**src/rtl/cpu_pkg.sv**
```systemverilog
// Shared pipeline constants, the per-stage destination record and the hazard FSM state type.
package cpu_pkg;

  localparam logic [3:0] OP_LD  = 4'b1110;
  localparam logic [3:0] OP_INC = 4'b0101;
  localparam int unsigned REG_W = 6;

  typedef struct packed {
    logic             valid;
    logic [REG_W-1:0] rd;
    logic             regwrt;
    logic             is_load;
  } stage_rec_t;

  typedef enum logic {
    StRun,
    StStall
  } hsu_state_e;

endpackage

```
**src/rtl/stage_tag_pipe.sv**
```systemverilog
// EX/MEM/WB destination-tag shift register; a bubble loads an invalid record into EX.
module stage_tag_pipe
  import cpu_pkg::*;
(
  input  logic             clk,
  input  logic             rst,
  input  logic             bubble,
  input  logic             id_valid,
  input  logic [3:0]       id_op,
  input  logic [REG_W-1:0] id_rd,
  input  logic             id_regwrt,
  output stage_rec_t       ex,
  output logic [REG_W-1:0] ex_rd,
  output logic [REG_W-1:0] mem_rd,
  output logic             mem_regwrt,
  output logic [REG_W-1:0] wb_rd,
  output logic             wb_regwrt
);

  stage_rec_t       ex_q, ex_d, mem_q;
  logic             wb_valid_q, wb_regwrt_q;
  logic [REG_W-1:0] wb_rd_q;

  always_comb begin
    ex_d = '0;
    if (!bubble && id_valid) begin
      ex_d.valid   = 1'b1;
      ex_d.rd      = id_rd;
      ex_d.regwrt  = id_regwrt;
      ex_d.is_load = (id_op == OP_LD);
    end
  end

  always_ff @(posedge clk or posedge rst) begin
    if (rst) begin
      ex_q        <= '0;
      mem_q       <= '0;
      wb_valid_q  <= 1'b0;
      wb_rd_q     <= '0;
      wb_regwrt_q <= 1'b0;
    end else begin
      ex_q        <= ex_d;
      mem_q       <= ex_q;
      wb_valid_q  <= mem_q.valid;
      wb_rd_q     <= mem_q.rd;
      wb_regwrt_q <= mem_q.regwrt;
    end
  end

  // Tags read as 0 for empty stages so the forwarding unit never matches a bubble.
  always_comb begin
    ex         = ex_q;
    ex_rd      = ex_q.valid ? ex_q.rd : '0;
    mem_rd     = mem_q.valid ? mem_q.rd : '0;
    mem_regwrt = mem_q.valid & mem_q.regwrt;
    wb_rd      = wb_valid_q ? wb_rd_q : '0;
    wb_regwrt  = wb_valid_q & wb_regwrt_q;
  end

endmodule

```
**src/rtl/hazard_stall_unit.sv**
```systemverilog
// Load-use hazard detector: stalls IF/ID for LD_LAT cycles and publishes in-flight tags.
module hazard_stall_unit
  import cpu_pkg::*;
#(
  parameter int unsigned LD_LAT = 1,
  parameter int unsigned CNT_W  = 16
) (
  input  logic             clk,
  input  logic             rst,
  input  logic             id_valid,
  input  logic [3:0]       id_op,
  input  logic [REG_W-1:0] id_rs,
  input  logic [REG_W-1:0] id_rt,
  input  logic [REG_W-1:0] id_rd,
  input  logic             id_regwrt,
  input  logic             id_pc_to_alu,
  input  logic             id_const,
  input  logic             flush,
  output logic             stall,
  output logic             bubble,
  output logic [REG_W-1:0] ex_rd,
  output logic [REG_W-1:0] mem_rd,
  output logic [REG_W-1:0] wb_rd,
  output logic             mem_regwrt,
  output logic             wb_regwrt,
  output logic [CNT_W-1:0] stall_cnt
);

  hsu_state_e       state_q;
  logic [1:0]       cnt_q;
  logic [CNT_W-1:0] stall_cnt_q;
  stage_rec_t       ex;
  logic             haz;
  logic             src_match;

  stage_tag_pipe u_stage_tag_pipe (
    .clk        (clk),
    .rst        (rst),
    .bubble     (bubble),
    .id_valid   (id_valid),
    .id_op      (id_op),
    .id_rd      (id_rd),
    .id_regwrt  (id_regwrt),
    .ex         (ex),
    .ex_rd      (ex_rd),
    .mem_rd     (mem_rd),
    .mem_regwrt (mem_regwrt),
    .wb_rd      (wb_rd),
    .wb_regwrt  (wb_regwrt)
  );

  always_comb begin
    src_match = (!id_pc_to_alu && (id_rs == ex.rd)) || (!id_const && (id_rt == ex.rd));
    haz = (state_q == StRun) && id_valid && ex.valid && ex.is_load && ex.regwrt &&
          (ex.rd != '0) && (id_op != OP_INC) && src_match;
    stall  = !flush && ((state_q == StStall) || haz);
    bubble = stall || flush;
  end

  always_ff @(posedge clk or posedge rst) begin
    if (rst) begin
      state_q <= StRun;
      cnt_q   <= '0;
    end else if (flush) begin
      state_q <= StRun;
      cnt_q   <= '0;
    end else begin
      case (state_q)
        StRun: begin
          if (haz && (LD_LAT > 1)) begin
            cnt_q   <= 2'(LD_LAT - 1);
            state_q <= StStall;
          end
        end
        StStall: begin
          cnt_q <= cnt_q - 2'd1;
          if (cnt_q == 2'd1) state_q <= StRun;
        end
        default: state_q <= StRun;
      endcase
    end
  end

  always_ff @(posedge clk or posedge rst) begin
    if (rst) begin
      stall_cnt_q <= '0;
    end else if (stall && (stall_cnt_q != '1)) begin
      stall_cnt_q <= stall_cnt_q + 1'b1;
    end
  end

  assign stall_cnt = stall_cnt_q;

endmodule

```
**config.mk**
```make
export PLATFORM = sky130hd
export DESIGN_NAME = hazard_stall_unit
export DESIGN_NICKNAME = d
export VERILOG_FILES = /design/src/rtl/cpu_pkg.sv /design/src/rtl/stage_tag_pipe.sv /design/src/rtl/hazard_stall_unit.sv
export SDC_FILE = /design/constraint.sdc
export NUM_CORES = 1
export LEC_CHECK = 0
export BUFFER_PORTS_ARGS = -buffer_cell sky130_fd_sc_hd__clkbuf_2
export CAP_MARGIN = 5
export CORE_MARGIN = 10
export CORE_UTILIZATION = 50
export CTS_BUF_LIST = sky130_fd_sc_hd__clkbuf_16
export DETAILED_ROUTE_END_ITERATION = 12
export HOLD_SLACK_MARGIN = 0.15
export PLACE_DENSITY = 0.79
export SLEW_MARGIN = 40
export SYNTH_ARGS = -nofsm -noshare
export SYNTH_HDL_FRONTEND = slang
export SYNTH_SLANG_ARGS = --single-unit
export TNS_END_PERCENT = 50
```
**constraint.sdc**
```tcl
create_clock -name clk -period 2.72 [get_ports clk]
set_clock_uncertainty 0.05 [all_clocks]
set_input_delay 0.544 -clock clk [delete_from_list [all_inputs] [get_ports clk]]
set_output_delay 0.544 -clock clk [all_outputs]
set_load 0.05 [all_outputs]
```
After elaboration in Yosys (flattened, before gate mapping) --
Cells that the tools add are included.
Cells by class: reduce and logical (&&, ||, !) cells 21, bitwise operators 3, mux-type cells 9, eq/ne operators 6, $add $sub $neg 2
Operator list (number):
- 6-bit two-way mux | 3
- 16-bit by 1-bit adder with 16-bit output, second input constant | 1
- 16-bit != test, second input constant | 1
- 6-bit == test | 2
- 1-bit logical AND | 12
- 9-bit two-way mux | 1
- 6-bit nonzero test | 1
- 4-bit == test, second input constant | 1
- 1-bit zero test | 4
- 2-bit two-way mux | 2
- 4-bit by 3-bit != test with 1-bit output, second input constant | 1
- 1-bit logical OR | 3
- 1-bit two-way mux | 3
- 1-bit AND | 2
- 2-bit by 1-bit == test with 1-bit output, second input constant | 1
- 2-bit nonzero test | 1
- 2-bit by 1-bit subtractor with 2-bit output, second input constant | 1
- 1-bit inverter | 1
Storage, ports and cells: word-level logic and storage cells 54, bits in registers 44, input bits 29, output and inout bits 38

Depth between registers and ports, before layout --
depth in word-level cells 14, gate-level depth with buffers 7

Modules after synthesis --
A second synthesis with hierarchy kept.
Second synthesis, totals: cells, all modules 163, area total of the unflattened synthesis 1971.9 µm²
By module, submodules not included:
- hazard_stall_unit | area each 1133.6 µm², cells an instance 106, times used 1
- stage_tag_pipe | area each 838.3 µm², cells an instance 57, times used 1

Worst setup path after synthesis --
Ideal clock, no wire load.
path kind input to output, from input port id_rt[4], to output port stall, path buffers 1, data required time 2126 ps, arrival 2089 ps, setup slack 37 ps, stages on the path 6, path through xor2_1 -> nor4_1 -> a22oi_1 -> o21ba_4 -> buf_8 -> nor2_1
Between the ends: longest elaborated chain between the ends 6
Ends and longest elaborated chain:
- start: declaration | line hazard_stall_unit.sv:13 | input logic [REG_W-1:0] id_rt,
- 6-bit == test | line hazard_stall_unit.sv:53 | src_match = (!id_pc_to_alu && (id_rs == ex.rd)) || (!id_const && (id_rt == ex.rd));
- 1-bit logical AND | line hazard_stall_unit.sv:53
- 1-bit logical OR | line hazard_stall_unit.sv:53
- 1-bit logical AND | line hazard_stall_unit.sv:55 | (ex.rd != '0) && (id_op != OP_INC) && src_match;
- 1-bit logical OR | line hazard_stall_unit.sv:56 | stall = !flush && ((state_q == StStall) || haz);
- 1-bit logical AND | line hazard_stall_unit.sv:56
- end: declaration | line hazard_stall_unit.sv:19 | output logic stall,
Every way passes these cells.

Final worst setup path --
from register u_stage_tag_pipe.ex_q, in the netlist u_stage_tag_pipe.ex[7], to output port bubble
Between the ends: longest elaborated chain between the ends 7, elaborated cells on any way between the ends 12
Ends and longest elaborated chain:
- start: declaration | line stage_tag_pipe.sv:20 | stage_rec_t ex_q, ex_d, mem_q;
- start signal: assignment | line stage_tag_pipe.sv:36 | ex_q <= '0;
- start signal: assignment | line stage_tag_pipe.sv:42 | ex_q <= ex_d;
- 6-bit == test or 6-bit nonzero test (tied branches) | line hazard_stall_unit.sv:53, hazard_stall_unit.sv:55
- 1-bit logical AND, on equally long branches | line hazard_stall_unit.sv:53, hazard_stall_unit.sv:54
- 1-bit logical OR or 1-bit logical AND (tied branches) | line hazard_stall_unit.sv:53, hazard_stall_unit.sv:55
- 1-bit logical AND * | line hazard_stall_unit.sv:55
- 1-bit logical OR * | line hazard_stall_unit.sv:56
- 1-bit logical AND * | line hazard_stall_unit.sv:56
- 1-bit logical OR * | line hazard_stall_unit.sv:57 | bubble = stall || flush;
- end: declaration | line hazard_stall_unit.sv:20 | output logic bubble,
Every way passes the cells marked *; elsewhere a longest branch is shown, timed or not.

==> impl_metrics.sql <==
INSERT INTO impl_metrics (metric_group, metric, value, unit) VALUES
('outcome', 'status', 'finished, final reports clean', ''),
('floorplanning', 'chipWidth', '83.1', 'µm'),
('critical_path', 'crit_required', '2.13', 'ns'),
('routing', 'postRouteAntennaNets', '0', ''),
('grt', 'global_route.usage.total', '0.128', ''),
('routing', 'detail_route.wl_per_cell', '15.3', 'µm'),
('routing', 'vias_per_cell', '5.09', ''),
('synth', 'synth.cell_area', '1990', 'µm²'),
('cells_and_area', 'final_layout_size_suffix_gt1_frac', '0.396', ''),
('grt', 'number_of_antenna_violations_at_the_first_check_in_global_routing', '0', ''),
('grt', 'grt.overflow.total', '0', ''),
('floorplanning', 'floorplan.initialDensity', '0.531', ''),
('critical_path', 'arrival', '2.05', 'ns'),
('synth', 'yosys_register_bits', '44', ''),
('sta', 'pin_slew_with_the_least_headroom_to_its_limit', '0.521', 'ns'),
('grt', 'first_global_vias', '1553', ''),
('floorplanning', 'io_pins', '67', ''),
('sta', 'hold_viol_final', '0', ''),
('routing', 'drt_drc_violations_left', '0', ''),
('synth', 'number_of_enable_flip_flop_cells_after_synthesis', '0', ''),
('floorplanning', 'fp.dieH', '83.1', 'µm'),
('sta', 'final_max_slew_viol_count', '0', ''),
('power_and_ir_drop', 'internal_power', '1.15', 'mW'),
('placement', 'dp_slack', '0.225', 'ns'),
('cells_and_area', 'synthToLayoutAreaGrowth', '32.1', '%'),
('critical_path', 'critical_path.startpoint_type', 'flop', ''),
('critical_path', 'slowest_stage', 'or4_4', ''),
('sta', 'fmax', '378', 'MHz'),
('cells_and_area', 'num_antenna_cells', '0', ''),
('cts', 'cts.path.max_buffers', '2', ''),
('synth', 'syn_inst', '166', ''),
('floorplanning', 'die_area', '6900', 'µm²'),
('power_and_ir_drop', 'power_frac_clock', '0.464', ''),
('synth', 'synth_top_area_frac', '0.554', ''),
('routing', 'met2_layer_wire_length_in_the_routed_design', '2260', 'µm'),
('critical_path', 'rr_startpoint', 'state_q$_DFF_PP0_', ''),
('placement', 'detailedPlacementHpwl', '3420', 'µm'),
('sta', 'timing.final.crit_share', '0.973', ''),
('routing', 'wl_met1', '1880', 'µm'),
('cts', 'htree_levels', '2', ''),
('cts', 'clk_root_buffer_cell', 'clkbuf_16', ''),
('sta', 'max_slew_margin', '0.651', ''),
('synth', 'synth_flop_cell', 'dfrtp_1', ''),
('cells_and_area', 'finish.net_count', '275', ''),
('power_and_ir_drop', 'peakVddDrop', '446', 'µV'),
('cts', 'clock_sinks', '44', ''),
('critical_path', 'crit_start', 'u_stage_tag_pipe.ex[7]$_DFF_PP0_', ''),
('cts', 'clk_latency', '0.28', 'ns'),
('critical_path', 'setup.worst_path.class', 'reg2out', ''),
('synth', 'synth.yosys.warnings', '0', ''),
('placement', 'place_congestion', '0.871', ''),
('floorplanning', 'core', '3740', 'µm²'),
('routing', 'routed-wl-met3', '284', 'µm'),
('routing', 'wirelength', '4490', 'µm'),
('grt', 'grt_first_pass_wirelength', '7380', 'µm'),
('cts', 'path_clk_slew', '0.06', 'ns'),
('critical_path', 'path_max_fanout', '5', ''),
('cts', 'cts_tree', 'built', ''),
('grt', 'grt_max_degree', '32', ''),
('critical_path', 'cp-end-kind', 'output port', ''),
('synth', 'synth_unique_cells', '34', ''),
('synth', 'synth_seq_area_share', '0.554', ''),
('power_and_ir_drop', 'sequentialPowerShare', '0.465', ''),
('synth', 'synthMostInstantiatedCell', 'dfrtp_1', ''),
('synth', 'postSynthAreaPerCell', '12.0', 'µm²'),
('synth', 'ys_async_sr_fraction', '1.00', ''),
('routing', 'drt_first_iter_violations', '63', ''),
('power_and_ir_drop', 'power_switching', '318', 'µW'),
('critical_path', 'timing.critical_path.slowest_cell_delay', '0.51', 'ns'),
('synth', 'synth_fp_nets', '197', ''),
('routing', 'number_of_vias_after_detailed_routing', '1492', '');
-- cell families after synthesis --
group | count (synthesis) | synth area share
XOR/XNOR | 28 | 0.123
AND/OR/NAND/NOR | 78 | 0.253
AO/OA/AOI/OAI | 6 | 0.0296
buffers and inverters | 6 | 0.0170
multiplexers | 2 | 0.0107
adder cells (fa/ha/maj) | 2 | 0.0126
flip-flops | 44 | 0.554
-- layout by cell type, fill, tap and decap left out, types with 2 or more instances in the layout --
cell and instances:
clkbuf_16 5, xnor2_1 5, clkbuf_2 64, and3_1 4
nand3_1 8, xor2_1 23, nor4_1 6, nor3b_1 3
nor3b_2 2, nand4b_1 2, nor3_1 6, and2_1 28
nand4_1 2, nand2_1 3, inv_1 2, nor2_1 4
dfrtp_1 43, buf_4 8, ha_1 2
-- flip-flops by register name, summed over array words and instances (netlist names) --
name,flops
state_q,1
u_stage_tag_pipe.wb_regwrt_q,1
u_stage_tag_pipe.wb_rd_q,6
u_stage_tag_pipe.ex,9
stall_cnt,16
cnt_q,2
u_stage_tag_pipe.mem_q,8
u_stage_tag_pipe.wb_valid_q,1
-- worst paths after layout --
check | endpoint
max in group asynchronous | stall_cnt[4]$_DFFE_PP0P_
min in group clk | u_stage_tag_pipe.wb_regwrt_q$_DFF_PP0_
max | bubble
max reg2reg | stall_cnt[13]$_DFFE_PP0P_
min | u_stage_tag_pipe.wb_regwrt_q$_DFF_PP0_
min reg2reg | u_stage_tag_pipe.wb_regwrt_q$_DFF_PP0_
-- per-stage QoR --
stage | setup TNS (ns) | hold slack, ns | cells | power (mW) | area, µm²
finish | 0 | 0.213 | 293 | 1.46 | 2630
CTS | 0 | 0.226 | 293 | 1.47 | 2600
global route | -0.00509 | 0.244 | 293 | 1.52 | 2630
floorplan | 0 | 0.297 | 166 | 0.749 | 1990
global placement | 0 | 0.302 | 282 | 0.789 | 2390
detailed placement | 0 | 0.303 | 282 | 0.791 | 2390
-- timing repair --
action | CTS | global route
pin swaps | 1 | 1
setup buffers | 3 | 0
endpoints found under the setup margin | 1 | 2
hold buffers | 0 | 0
hold endpoints to repair | 0 | 0
gates resized for setup | 3 | 7
-- worst max-delay path, delay by kind of cell (launching register included) --
family,cells,cell delay (ns)
AOI/OAI and AO/OA,1,0.23
and+or+nand+nor,3,0.92
DFF,1,0.44
buffers and inverters,1,0.19
-- per-layer routing --
metal | track usage | vias up
met2 | 0.210 | 49
met3 | 0.0498 | 7
met4 | 0.0431 | 0
met5 | 0 | -
li1 | - | 727
met1 | 0.150 | 709
-- power groups by stage --
stage / registers [mW] / clock network [mW] / logic, mW
4_1_cts: 0.680 / 0.689 / 0.104
2_1_floorplan: 0.689 / 0 / 0.0599
5_1_grt: 0.682 / 0.722 / 0.114
3_5_place_dp: 0.693 / 0 / 0.0979
6_report: 0.681 / 0.679 / 0.104
3_3_place_gp: 0.693 / 0 / 0.0964
-- final cells by class --
cell class / count / area (µm²)
sequential: 44 / 1100
clock inverter: 3 / 46.3
fill: 280 / 1120
clock buffer: 5 / 125
tap: 48 / 60.1
multi-input combinational: 116 / 878
inverter: 3 / 12.5
timing repair buffer: 74 / 402
Power figures use the tool's default switching activity.
